<file path="config.mk">
export PLATFORM = sky130hd
export DESIGN_NAME = spi_cmd_master
export DESIGN_NICKNAME = d
export VERILOG_FILES = /design/src/rtl/spi_cmd_master_pkg.sv /design/src/rtl/spi_half_period_timer.sv /design/src/rtl/spi_cmd_master.sv
export SDC_FILE = /design/constraint.sdc
export NUM_CORES = 1
export LEC_CHECK = 0
export ABC_CLOCK_PERIOD_IN_PS = 3070
export BUFFER_PORTS_ARGS = -buffer_cell sky130_fd_sc_hd__buf_2
export CAP_MARGIN = 40
export CORE_UTILIZATION = 59
export CTS_BUF_LIST = sky130_fd_sc_hd__clkbuf_2
export CTS_CLUSTER_SIZE = 14
export DETAILED_ROUTE_END_ITERATION = 12
export GPL_TIMING_DRIVEN = 0
export PLACE_DENSITY = 0.82
export REMOVE_ABC_BUFFERS = 1
export SLEW_MARGIN = 20
export SYNTH_ARGS = -nofsm -noshare
export SYNTH_HDL_FRONTEND = slang
export SYNTH_SLANG_ARGS = --single-unit
</file>
<file path="constraint.sdc">
create_clock -name clk -period 3.07 [get_ports clk]
set_clock_uncertainty 0.05 [all_clocks]
set_input_delay 0.614 -clock clk [delete_from_list [all_inputs] [get_ports clk]]
set_output_delay 0.614 -clock clk [all_outputs]
set_load 0.05 [all_outputs]
</file>
<file path="src/rtl/spi_cmd_master_pkg.sv">
// Shared definitions for the SPI command link: default widths, the read
// opcode, FSM state encodings and timer load selects.
package spi_cmd_master_pkg;

    localparam int CMD_BIT_NUM_DEF   = 41;
    localparam int REPLY_BIT_NUM_DEF = 6;

    // Low nibble of a command word that turns it into a read
    localparam logic [3:0] READ_OPCODE = 4'b1000;

    typedef enum logic [2:0] {
        IDLE     = 3'd0,
        CS_SETUP = 3'd1,
        BIT_LOW  = 3'd2,
        BIT_HIGH = 3'd3,
        CS_HOLD  = 3'd4,
        CS_IDLE  = 3'd5
    } spi_state_e;

    // Countdown reload selects for the half-period timer
    localparam logic [1:0] TMR_NOW  = 2'd0;  // expire on the very next cycle
    localparam logic [1:0] TMR_HALF = 2'd1;  // one SPI half period
    localparam logic [1:0] TMR_GAP  = 2'd2;  // CS setup / hold / idle gap

    // Limit a requested bit count to what the command register can hold
    function automatic logic [6:0] clamp_len(input logic [6:0] len, input int max_len);
        return (int'(len) > max_len) ? 7'(max_len) : len;
    endfunction

endpackage

</file>
<file path="src/rtl/spi_half_period_timer.sv">
// Shared countdown for every timed FSM state. A load of N-1 makes the
// following state last exactly N cycles; tick marks its final cycle.
module spi_half_period_timer
    import spi_cmd_master_pkg::*;
#(
    parameter int HALF_PERIOD = 16,
    parameter int CS_GAP      = 32
) (
    input  logic       clk,
    input  logic       rst,
    input  logic       load,
    input  logic [1:0] sel,
    output logic       tick
);

    logic [7:0] cnt;
    logic [7:0] load_val;

    // Pick the reload value for the state being entered
    always_comb begin
        load_val = 8'd0;
        case (sel)
            TMR_HALF: load_val = 8'(HALF_PERIOD - 1);
            TMR_GAP:  load_val = 8'(CS_GAP - 1);
            default:  load_val = 8'd0;
        endcase
    end

    // Count down and park at zero so an idle timer never wraps
    always_ff @(posedge clk or negedge rst) begin
        if (!rst)              cnt <= 8'd0;
        else if (load)         cnt <= load_val;
        else if (cnt != 8'd0)  cnt <= cnt - 8'd1;
    end

    assign tick = (cnt == 8'd0);

endmodule

</file>
<file path="src/rtl/spi_cmd_master.sv">
// SPI command master: shifts a command word out LSB first and, for read
// opcodes, clocks in a fixed-length reply. Pin outputs are registered off
// the next state so they never glitch.
module spi_cmd_master
    import spi_cmd_master_pkg::*;
#(
    parameter int CMD_BIT_NUM   = CMD_BIT_NUM_DEF,
    parameter int REPLY_BIT_NUM = REPLY_BIT_NUM_DEF,
    parameter int HALF_PERIOD   = 16,
    parameter int CS_GAP        = 32
) (
    input  logic                     clk,
    input  logic                     rst,
    input  logic                     start,
    input  logic [CMD_BIT_NUM-1:0]   cmd_data,
    input  logic [6:0]               cmd_len,
    output logic                     busy,
    output logic                     done,
    output logic [REPLY_BIT_NUM-1:0] reply,
    output logic                     reply_valid,
    output logic                     spi_clk,
    output logic                     spi_cs,
    output logic                     spi_mosi,
    input  logic                     spi_miso
);

    // A read sends the 4-bit opcode then clocks the reply
    localparam logic [6:0] RD_TOTAL = 7'(4 + REPLY_BIT_NUM);

    spi_state_e             state, state_nxt;
    logic [CMD_BIT_NUM-1:0] cmd_sr;
    logic [6:0]             cmd_bits;     // bits driven from cmd_sr
    logic [6:0]             total_bits;   // all SPI clock cycles
    logic [6:0]             bit_cnt, bit_cnt_nxt;
    logic                   is_read;
    logic                   tick, tmr_load;
    logic [1:0]             tmr_sel;
    logic                   miso_s1, miso_s2;
    logic [6:0]             len_c;
    logic                   rd_dec, accept, enter_low, last_bit, reply_bit;

    assign len_c     = clamp_len(cmd_len, CMD_BIT_NUM);
    assign rd_dec    = (cmd_len >= 7'd4) && (cmd_data[3:0] == READ_OPCODE);
    assign accept    = (state == IDLE) && start;
    assign last_bit  = (bit_cnt + 7'd1 == total_bits);
    assign reply_bit = is_read && (bit_cnt >= 7'd4);
    assign enter_low = (state_nxt == BIT_LOW) && (state != BIT_LOW);

    spi_half_period_timer #(
        .HALF_PERIOD (HALF_PERIOD),
        .CS_GAP      (CS_GAP)
    ) u_timer (
        .clk  (clk),
        .rst  (rst),
        .load (tmr_load),
        .sel  (tmr_sel),
        .tick (tick)
    );

    // State register
    always_ff @(posedge clk or negedge rst) begin
        if (!rst) state <= IDLE;
        else      state <= state_nxt;
    end

    // Next state, timer reloads and bit counting
    always_comb begin
        state_nxt   = state;
        tmr_load    = 1'b0;
        tmr_sel     = TMR_HALF;
        bit_cnt_nxt = bit_cnt;
        case (state)
            IDLE: if (start) begin
                tmr_load    = 1'b1;
                bit_cnt_nxt = 7'd0;
                if (len_c == 7'd0) begin
                    // nothing to send: skip the bus and finish next cycle
                    state_nxt = CS_IDLE;
                    tmr_sel   = TMR_NOW;
                end else begin
                    state_nxt = CS_SETUP;
                    tmr_sel   = TMR_GAP;
                end
            end
            CS_SETUP: if (tick) begin
                state_nxt = BIT_LOW;
                tmr_load  = 1'b1;
            end
            BIT_LOW: if (tick) begin
                state_nxt = BIT_HIGH;
                tmr_load  = 1'b1;
            end
            BIT_HIGH: if (tick) begin
                tmr_load    = 1'b1;
                bit_cnt_nxt = bit_cnt + 7'd1;
                if (last_bit) begin
                    state_nxt = CS_HOLD;
                    tmr_sel   = TMR_GAP;
                end else begin
                    state_nxt = BIT_LOW;
                end
            end
            CS_HOLD: if (tick) begin
                state_nxt = CS_IDLE;
                tmr_load  = 1'b1;
                tmr_sel   = TMR_GAP;
            end
            CS_IDLE: if (tick) state_nxt = IDLE;
            default: state_nxt = IDLE;
        endcase
    end

    // Two-flop synchronizer for the asynchronous reply line
    always_ff @(posedge clk or negedge rst) begin
        if (!rst) begin
            miso_s1 <= 1'b0;
            miso_s2 <= 1'b0;
        end else begin
            miso_s1 <= spi_miso;
            miso_s2 <= miso_s1;
        end
    end

    // SPI pins, registered from the state being entered
    always_ff @(posedge clk or negedge rst) begin
        if (!rst) begin
            spi_cs   <= 1'b1;
            spi_clk  <= 1'b1;
            spi_mosi <= 1'b0;
        end else begin
            spi_cs  <= !(state_nxt inside {CS_SETUP, BIT_LOW, BIT_HIGH, CS_HOLD});
            spi_clk <= (state_nxt != BIT_LOW);
            // data moves only on the falling clock; reply bits send zero
            if (enter_low)
                spi_mosi <= (bit_cnt_nxt < cmd_bits) ? cmd_sr[0] : 1'b0;
            else if (state_nxt == CS_HOLD)
                spi_mosi <= 1'b0;
        end
    end

    // Command latch, shift register, reply capture and handshake
    always_ff @(posedge clk or negedge rst) begin
        if (!rst) begin
            cmd_sr      <= '0;
            cmd_bits    <= 7'd0;
            total_bits  <= 7'd0;
            bit_cnt     <= 7'd0;
            is_read     <= 1'b0;
            busy        <= 1'b0;
            done        <= 1'b0;
            reply       <= '0;
            reply_valid <= 1'b0;
        end else begin
            done    <= 1'b0;
            bit_cnt <= bit_cnt_nxt;
            if (accept) begin
                cmd_sr      <= cmd_data;
                cmd_bits    <= rd_dec ? 7'd4 : len_c;
                total_bits  <= rd_dec ? RD_TOTAL : len_c;
                is_read     <= rd_dec;
                busy        <= 1'b1;
                reply_valid <= 1'b0;
            end else if (enter_low) begin
                cmd_sr <= cmd_sr >> 1;
            end
            // sample at the end of the high phase, filling from the MSB
            if (state == BIT_HIGH && tick && reply_bit)
                reply <= REPLY_BIT_NUM'({miso_s2, reply} >> 1);
            if (state == CS_IDLE && tick) begin
                done        <= 1'b1;
                busy        <= 1'b0;
                reply_valid <= is_read;
            end
        end
    end

endmodule
</file>
* After elaboration in Yosys (flattened, before gate mapping)
Cells that the tools add are included.
Cells by class: add/subtract/negate cells 2, multiply operators 0, divide/modulo/power cells 0, order comparisons 4, equal/unequal tests 15, shifts and indexed selects 0, multiplexer cells 37, bitwise operators 0, reduce and logical (&&, ||, !) cells 18
Operator list (count):
- 41-bit two-way mux | 2
- 7-bit two-way mux | 5
- 3-bit two-way mux | 8
- 3-bit one-hot mux with 6 select lines | 1
- 8-bit two-way mux | 2
- 7-bit by 3-bit >= comparator with 1-bit output, second input constant | 2
- 7-bit one-hot mux with 2 select lines | 1
- 3-bit by 2-bit equality test with 1-bit output, second input constant | 4
- 1-bit two-way mux | 10
- 2-bit two-way mux | 5
- 5-bit one-hot mux with 2 select lines | 1
- 3-bit equality test, second input constant | 3
- 8-bit zero test | 1
- 2-bit nonzero test | 4
- 8-bit nonzero test | 1
- 8-bit by 1-bit subtractor with 8-bit output, second input constant | 1
- 7-bit by 1-bit adder with 7-bit output, second input constant | 1
- 7-bit equality test | 1
- 7-bit by 6-bit greater-than comparator with 1-bit output, second input constant | 1
- 1-bit logical AND | 7
- 7-bit zero test | 1
- 7-bit less-than comparator | 1
- 3-bit by 1-bit equality test with 1-bit output, second input constant | 2
- 3-bit by 2-bit != test with 1-bit output, second input constant | 2
- 9 further kinds | 9
Storage, ports and cells: flip-flop bits (word level) 88, bits in latches 0, RAM bits 0, bits in read-only memories 0, bits of input ports 52, output and inout port bits 12, memories kept 0

* Longest topological paths before layout
word-level depth 10, depth in mapped cells 14, mapped depth without buffers 14

* By module
From an unflattened synthesis, not the netlist that was laid out.
Unflattened totals: cell total of the unflattened synthesis 427, area, all modules 4192.8 um^2
By module, submodules not included:
- spi_cmd_master | instances 1, cells an instance 379, area each 3724.8 um^2, sequential area each 1904.3 um^2
- spi_half_period_timer | instances 1, cells an instance 48, area each 467.9 um^2, sequential area each 200.2 um^2

* Worst setup path before layout
No wires, ideal clock.
kind reg-to-reg, start point reg u_timer.cnt[0], end point reg spi_mosi, arrival 2.645 ns, data required time 2.887 ns, setup slack 0.242 ns, stages on the path, launching flop included 15, path through dfrtp_1 inv_1 ha_1 or4b_1 nor2_1 clkbuf_1 nand2_1 a21boi_0 o22ai_1 ha_1 nor2_1 nor3_1 o21ai_0 nand4b_1 o22ai_1
On the way: longest elaborated chain between the ends 6, elaborated cells on any way between the ends 16, those cells by class 1 x order compare; 2 x eq/ne; 10 x mux; 3 x reduce/logical
RTL lines:
- start: declaration | RTL line spi_half_period_timer.sv:16 | logic [7:0] cnt;
- start signal: assignment | RTL line spi_half_period_timer.sv:32 | else if (load) cnt <= load_val;
- start signal: assignment | RTL line spi_half_period_timer.sv:33 | else if (cnt != 8'd0) cnt <= cnt - 8'd1;
- 8-bit zero test | RTL line spi_half_period_timer.sv:36 | assign tick = (cnt == 8'd0);
- 7-bit two-way mux | RTL line spi_cmd_master.sv:93 | BIT_HIGH: if (tick) begin
- 7-bit one-hot mux with 2 select lines | RTL line spi_cmd_master.sv:72 | case (state)
- net bit_cnt_nxt[2] | RTL line spi_cmd_master.sv:34 | logic [6:0] bit_cnt, bit_cnt_nxt;
- 7-bit less-than comparator | RTL line spi_cmd_master.sv:135 | spi_mosi <= (bit_cnt_nxt < cmd_bits) ? cmd_sr[0] : 1'b0;
- 1-bit two-way mux | RTL line spi_cmd_master.sv:135
- 1-bit two-way mux | RTL line spi_cmd_master.sv:134 | if (enter_low)
- end signal: assignment | RTL line spi_cmd_master.sv:135
- end: declaration | RTL line spi_cmd_master.sv:23 | output logic spi_mosi,
The timed path passes the listed nets, and every way through them passes these cells. A chain may end at the register's enable or synchronous reset.

* Final worst setup path
start point reg u_timer.cnt[1], end point reg spi_mosi
Same word-level chain as after synthesis.

==> results.rst <==
.. list-table::
   :header-rows: 1

   * - Metric
     - Value
   * - Status
     - complete, but fails checks
   * - Violated checks
     - hold timing
   * - Multi-input logic area
     - 2110 um^2
   * - Filler Cells Inserted
     - 530
   * - Adder-cell share of the synthesized area
     - approximately 2.9%
   * - Horizontal extent of the die
     - 87.8 um
   * - Xor and xnor fraction of the mapped netlist area
     - 3.97%
   * - Leak Pwr
     - ~0.0025 uW
   * - Wire length of the first global-routing pass
     - 14,700 um
   * - Top cell type by total area after synthesis
     - sky130_fd_sc_hd__dfrtp_1
   * - Routed length per placed instance
     - ~14 um
   * - Fraction of layout instances using a drive strength above 1
     - 24.8%
   * - Crit path required time
     - between 3 and 4 ns
   * - Net switching power of the design
     - 1620 uW
   * - CP max stage cell
     - sky130_fd_sc_hd__or4b_4
   * - Count of flip-flops with a built-in enable after synthesis
     - 0
   * - Vias per cell
     - around 5.6
   * - Worst IR drop on VDD
     - ~0.57 mV
   * - Clock period minus worst slack
     - 2.97 ns
   * - CP Cell Sequence
     - inv_1 -> ha_4 -> or4b_4 -> o21ai_4 -> nand2_2 -> o21ai_1 -> o31ai_1 -> ha_1 -> nand4_1 -> nor3_2 -> o21ai_1 -> nand4b_1 -> o22ai_1
   * - Number of buffers inserted during clock tree synthesis
     - 9
   * - Combinational cell fraction of total power
     - 38.9%
   * - Smallest setup slack after layout
     - 0.101 ns
   * - Growth of design area from synthesis to finish
     - 13.6%
   * - Largest stage delay on the critical path
     - about 0.52 ns
   * - Mean instance size in the synthesized netlist
     - between 10 and 15 um^2
   * - Share of the synthesized area in compound gates (AO/OA/AOI/OAI)
     - 13.3%
   * - Overall Global Routing Usage
     - 24.9%
   * - Final count of negative-setup-slack endpoints
     - 0
   * - Number of cells on the worst reg-to-reg path
     - 13
   * - Fraction of synthesized area in multiplexers
     - 11.0%
   * - Biggest area contributors in the synthesized netlist
     - sky130_fd_sc_hd__dfrtp_1, sky130_fd_sc_hd__mux2i_1, sky130_fd_sc_hd__a21oi_1
   * - Count of unique library cells instantiated by Yosys
     - 56
   * - CTS Root Cell
     - sky130_fd_sc_hd__clkbuf_2
   * - Clock transition at the registers of the reported paths
     - roughly 0.24 ns
   * - Clk pwr share
     - 13.7%
   * - Final hold viol count
     - 1
   * - Sort of element at the end of the critical path
     - register
   * - Post-detailed-routing wire length
     - 8590 um
   * - Arrival time of the worst setup path
     - 3.33 ns
   * - Number of max-capacitance violations reported
     - 0
   * - Async SR Flop Fraction
     - 100%
   * - Post-synthesis cell area
     - 4350 um^2
   * - Top-area cell type share of the netlist area
     - 47.2%
   * - Floorplan die height
     - 87.8 um
   * - Post-Syn Instances
     - roughly 430
   * - Total of flip-flops plus latches after synthesis
     - 84
   * - Post-synth top flop
     - sky130_fd_sc_hd__dfrtp_1
   * - Highest clock rate
     - 337 MHz
   * - Clock tree from TritonCTS
     - yes
   * - Final instance area
     - 4940 um^2
   * - Number of vias in the routed layout
     - 3,335
   * - Top post-synthesis cells by count
     - sky130_fd_sc_hd__dfrtp_1, sky130_fd_sc_hd__nor2_1, sky130_fd_sc_hd__a21oi_1, sky130_fd_sc_hd__mux2i_1, sky130_fd_sc_hd__nand2_1
   * - Maximum number of pins on one net before global-route repair
     - 65
   * - # hold bufs at CTS
     - 0
   * - Ant diodes
     - 0
   * - Number of DRC violations after detailed-routing iteration 0
     - 202
   * - Number of levels in the clock H-tree
     - 3
   * - Reg area
     - 2110 um^2
   * - CP top delay family
     - simple AND/OR/NAND/NOR gates
   * - Path type of the worst setup path
     - reg2reg
   * - Sequential-to-total area share from yosys stat
     - 48.4%
   * - Overall Power
     - 4130 uW
   * - Cell Int Power
     - 2510 uW
   * - Max Slew Vio Count
     - 0
   * - Placed standard-cell area
     - around 4700 um^2
   * - Slew @ Worst Pin
     - 0.631 ns
   * - RSZ-0062 raised after global routing
     - no
   * - Max_slew headroom
     - between 50% and 60%
   * - Number of global-route vias before repair
     - between 3,000 and 4,000
   * - Overall die area
     - 7710 um^2
   * - Kind of start point of the critical path
     - register
   * - Most numerous cell in the Yosys netlist
     - sky130_fd_sc_hd__dfrtp_1
   * - Area fraction in and, or, nand and nor cells after synthesis
     - 15.7%
   * - Maximum net fanout on the critical path
     - 5
   * - Combinational family with the most area after synthesis
     - simple AND/OR/NAND/NOR gates
   * - Initial core utilization
     - ~63%
   * - Critical path buffers and inverters
     - 1
   * - Worst Hold Margin
     - -0.000248 ns
   * - I/O pins
     - 64
   * - IO Port Bufs
     - 63
   * - Latest clock arrival within the worst-skew pair
     - 0.53 ns
   * - Core area
     - 6940 um^2
   * - Deepest clock path buffer count
     - 2
   * - Power Density
     - 836 nW/um^2
   * - DP Wirelength
     - 6040 um
   * - Number of rows in the core area
     - 30
   * - Initial antenna violation count
     - 0
   * - ANT nets after route
     - 0
   * - Switching power share of the total
     - between 30% and 40%
   * - First-pass iteration count of the detailed router
     - 4
   * - Crit-path most repeated cell
     - sky130_fd_sc_hd__o21ai_1
   * - Global-route congestion overflow total
     - 0
   * - Sink count of the clock tree
     - between 80 and 90
   * - Number of remaining DRC errors
     - 0
   * - Kind of path behind the tightest hold check
     - in2async
   * - Routability-driven placement congestion ratio
     - 0.873
   * - Total Nets Final
     - 556
   * - Flop pwr share
     - 47.4%
   * - Minimum setup slack after placement
     - -0.817 ns
   * - Yosys warning count
     - 0
   * - Critical path depth
     - 13
   * - Ratio of final minimum period to clock period
     - between 90% and 100%
## cells by family (layout without fill, tap and decap cells)
| kind of cell | after synthesis | count (layout) |
|---|---|---|
| mux | 47 | 47 |
| flops | 84 | 84 |
| simple gates | 142 | 142 |
| xor+xnor | 16 | 16 |
| fa+ha+maj | 10 | 10 |
| buf+inv | 36 | 102 |
| compound gates | 98 | 98 |
## stage by stage
stage          hold WS [ns]  TNS (ns)  util (%)  instances
4_1_cts             0.00689   -0.0765      69.9        591
3_3_place_gp          0.286    -69.67      66.6        570
5_1_grt              0.0398         0      71.1        595
2_1_floorplan         0.268    -29.09         -        411
6_report          -0.000248         0      71.1        595
3_5_place_dp          0.286    -14.92      67.7        573
## cells in the final DEF (no fill, tap or decap), types with 4 or more instances in the layout
cell	n
sky130_fd_sc_hd__buf_4	5
sky130_fd_sc_hd__nand2_2	4
sky130_fd_sc_hd__xnor2_1	8
sky130_fd_sc_hd__nand3_1	8
sky130_fd_sc_hd__buf_2	62
sky130_fd_sc_hd__nor3_1	6
sky130_fd_sc_hd__xor2_1	6
sky130_fd_sc_hd__mux2_2	6
sky130_fd_sc_hd__o21ai_0	16
sky130_fd_sc_hd__dfrtp_1	81
sky130_fd_sc_hd__nor2_1	57
sky130_fd_sc_hd__a21oi_1	53
sky130_fd_sc_hd__nand2_1	32
sky130_fd_sc_hd__mux2i_1	41
sky130_fd_sc_hd__inv_1	13
sky130_fd_sc_hd__ha_1	9
sky130_fd_sc_hd__a31oi_1	5
sky130_fd_sc_hd__clkbuf_2	9
sky130_fd_sc_hd__buf_12	4
## path summary, 6_finish.rpt
kind / start / end / slack, ns
max: u_timer.cnt[1] / spi_mosi / 0.10
max reg2reg: u_timer.cnt[1] / spi_mosi / 0.10
min reg2reg: miso_s1 / miso_s2 / 0.33
max in group asynchronous: rst / spi_clk / 2.26
min in group clk: spi_miso / miso_s1 / 0.16
min: rst / cmd_sr[17] / -0.0002
## routing by layer
metal	GRT usage, %	share of wire [%]	up-vias
met3	3.58	4.7	16
met1	30.5	43	1591
li1	-	-	1638
met4	10.4	2.0	0
met5	0	0	-
met2	44.0	50	90
## repair_timing
item / CTS / global route
pin swaps: 2 / 2
gates resized for setup: 6 / 15
hold endpoints to repair: 0 / 0
buffers inserted: 2 / 3
setup endpoints to repair: 52 / 5
## power by group through the flow
stage | sequential (uW) | clock, uW | combinational, uW
after detailed placement | 1970 | 0 | 1540
after global placement | 1950 | 0 | 1450
final | 1960 | 564 | 1610
after CTS | 1950 | 578 | 1560
after floorplan | 1970 | 0 | 1120
after global routing | 2020 | 610 | 1810
## flip-flops by register name, summed over array words and instances, names as in the netlist
name and cells:
spi_clk 1, reply 6, cmd_sr 41, u_timer.cnt 8, done 1, cmd_bits 7
total_bits 3, is_read 1, busy 1, miso_s1 1, bit_cnt 7, state 3
reply_valid 1, miso_s2 1, spi_mosi 1, spi_cs 1
## worst reg2reg max path, cell delays in order, from the launching register on
cell and delay (ns):
sky130_fd_sc_hd__dfrtp_1 0.42, sky130_fd_sc_hd__inv_1 0.10, sky130_fd_sc_hd__ha_4 0.17, sky130_fd_sc_hd__or4b_4 0.52, sky130_fd_sc_hd__o21ai_4 0.17, sky130_fd_sc_hd__nand2_2 0.13
sky130_fd_sc_hd__o21ai_1 0.16, sky130_fd_sc_hd__o31ai_1 0.11, sky130_fd_sc_hd__ha_1 0.32, sky130_fd_sc_hd__nand4_1 0.17, sky130_fd_sc_hd__nor3_2 0.21, sky130_fd_sc_hd__o21ai_1 0.11
sky130_fd_sc_hd__nand4b_1 0.13, sky130_fd_sc_hd__o22ai_1 0.08
## cell type report
cell class                 instances  area share, %
multi-input combinational        313           42.7
sequential                        84           42.6
timing repair buffer              72           8.89
tap                               96           2.43
clock inverter                     7           1.34
inverter                          14           1.06
clock buffer                       9          0.912
Power figures use the tool's default switching activity.
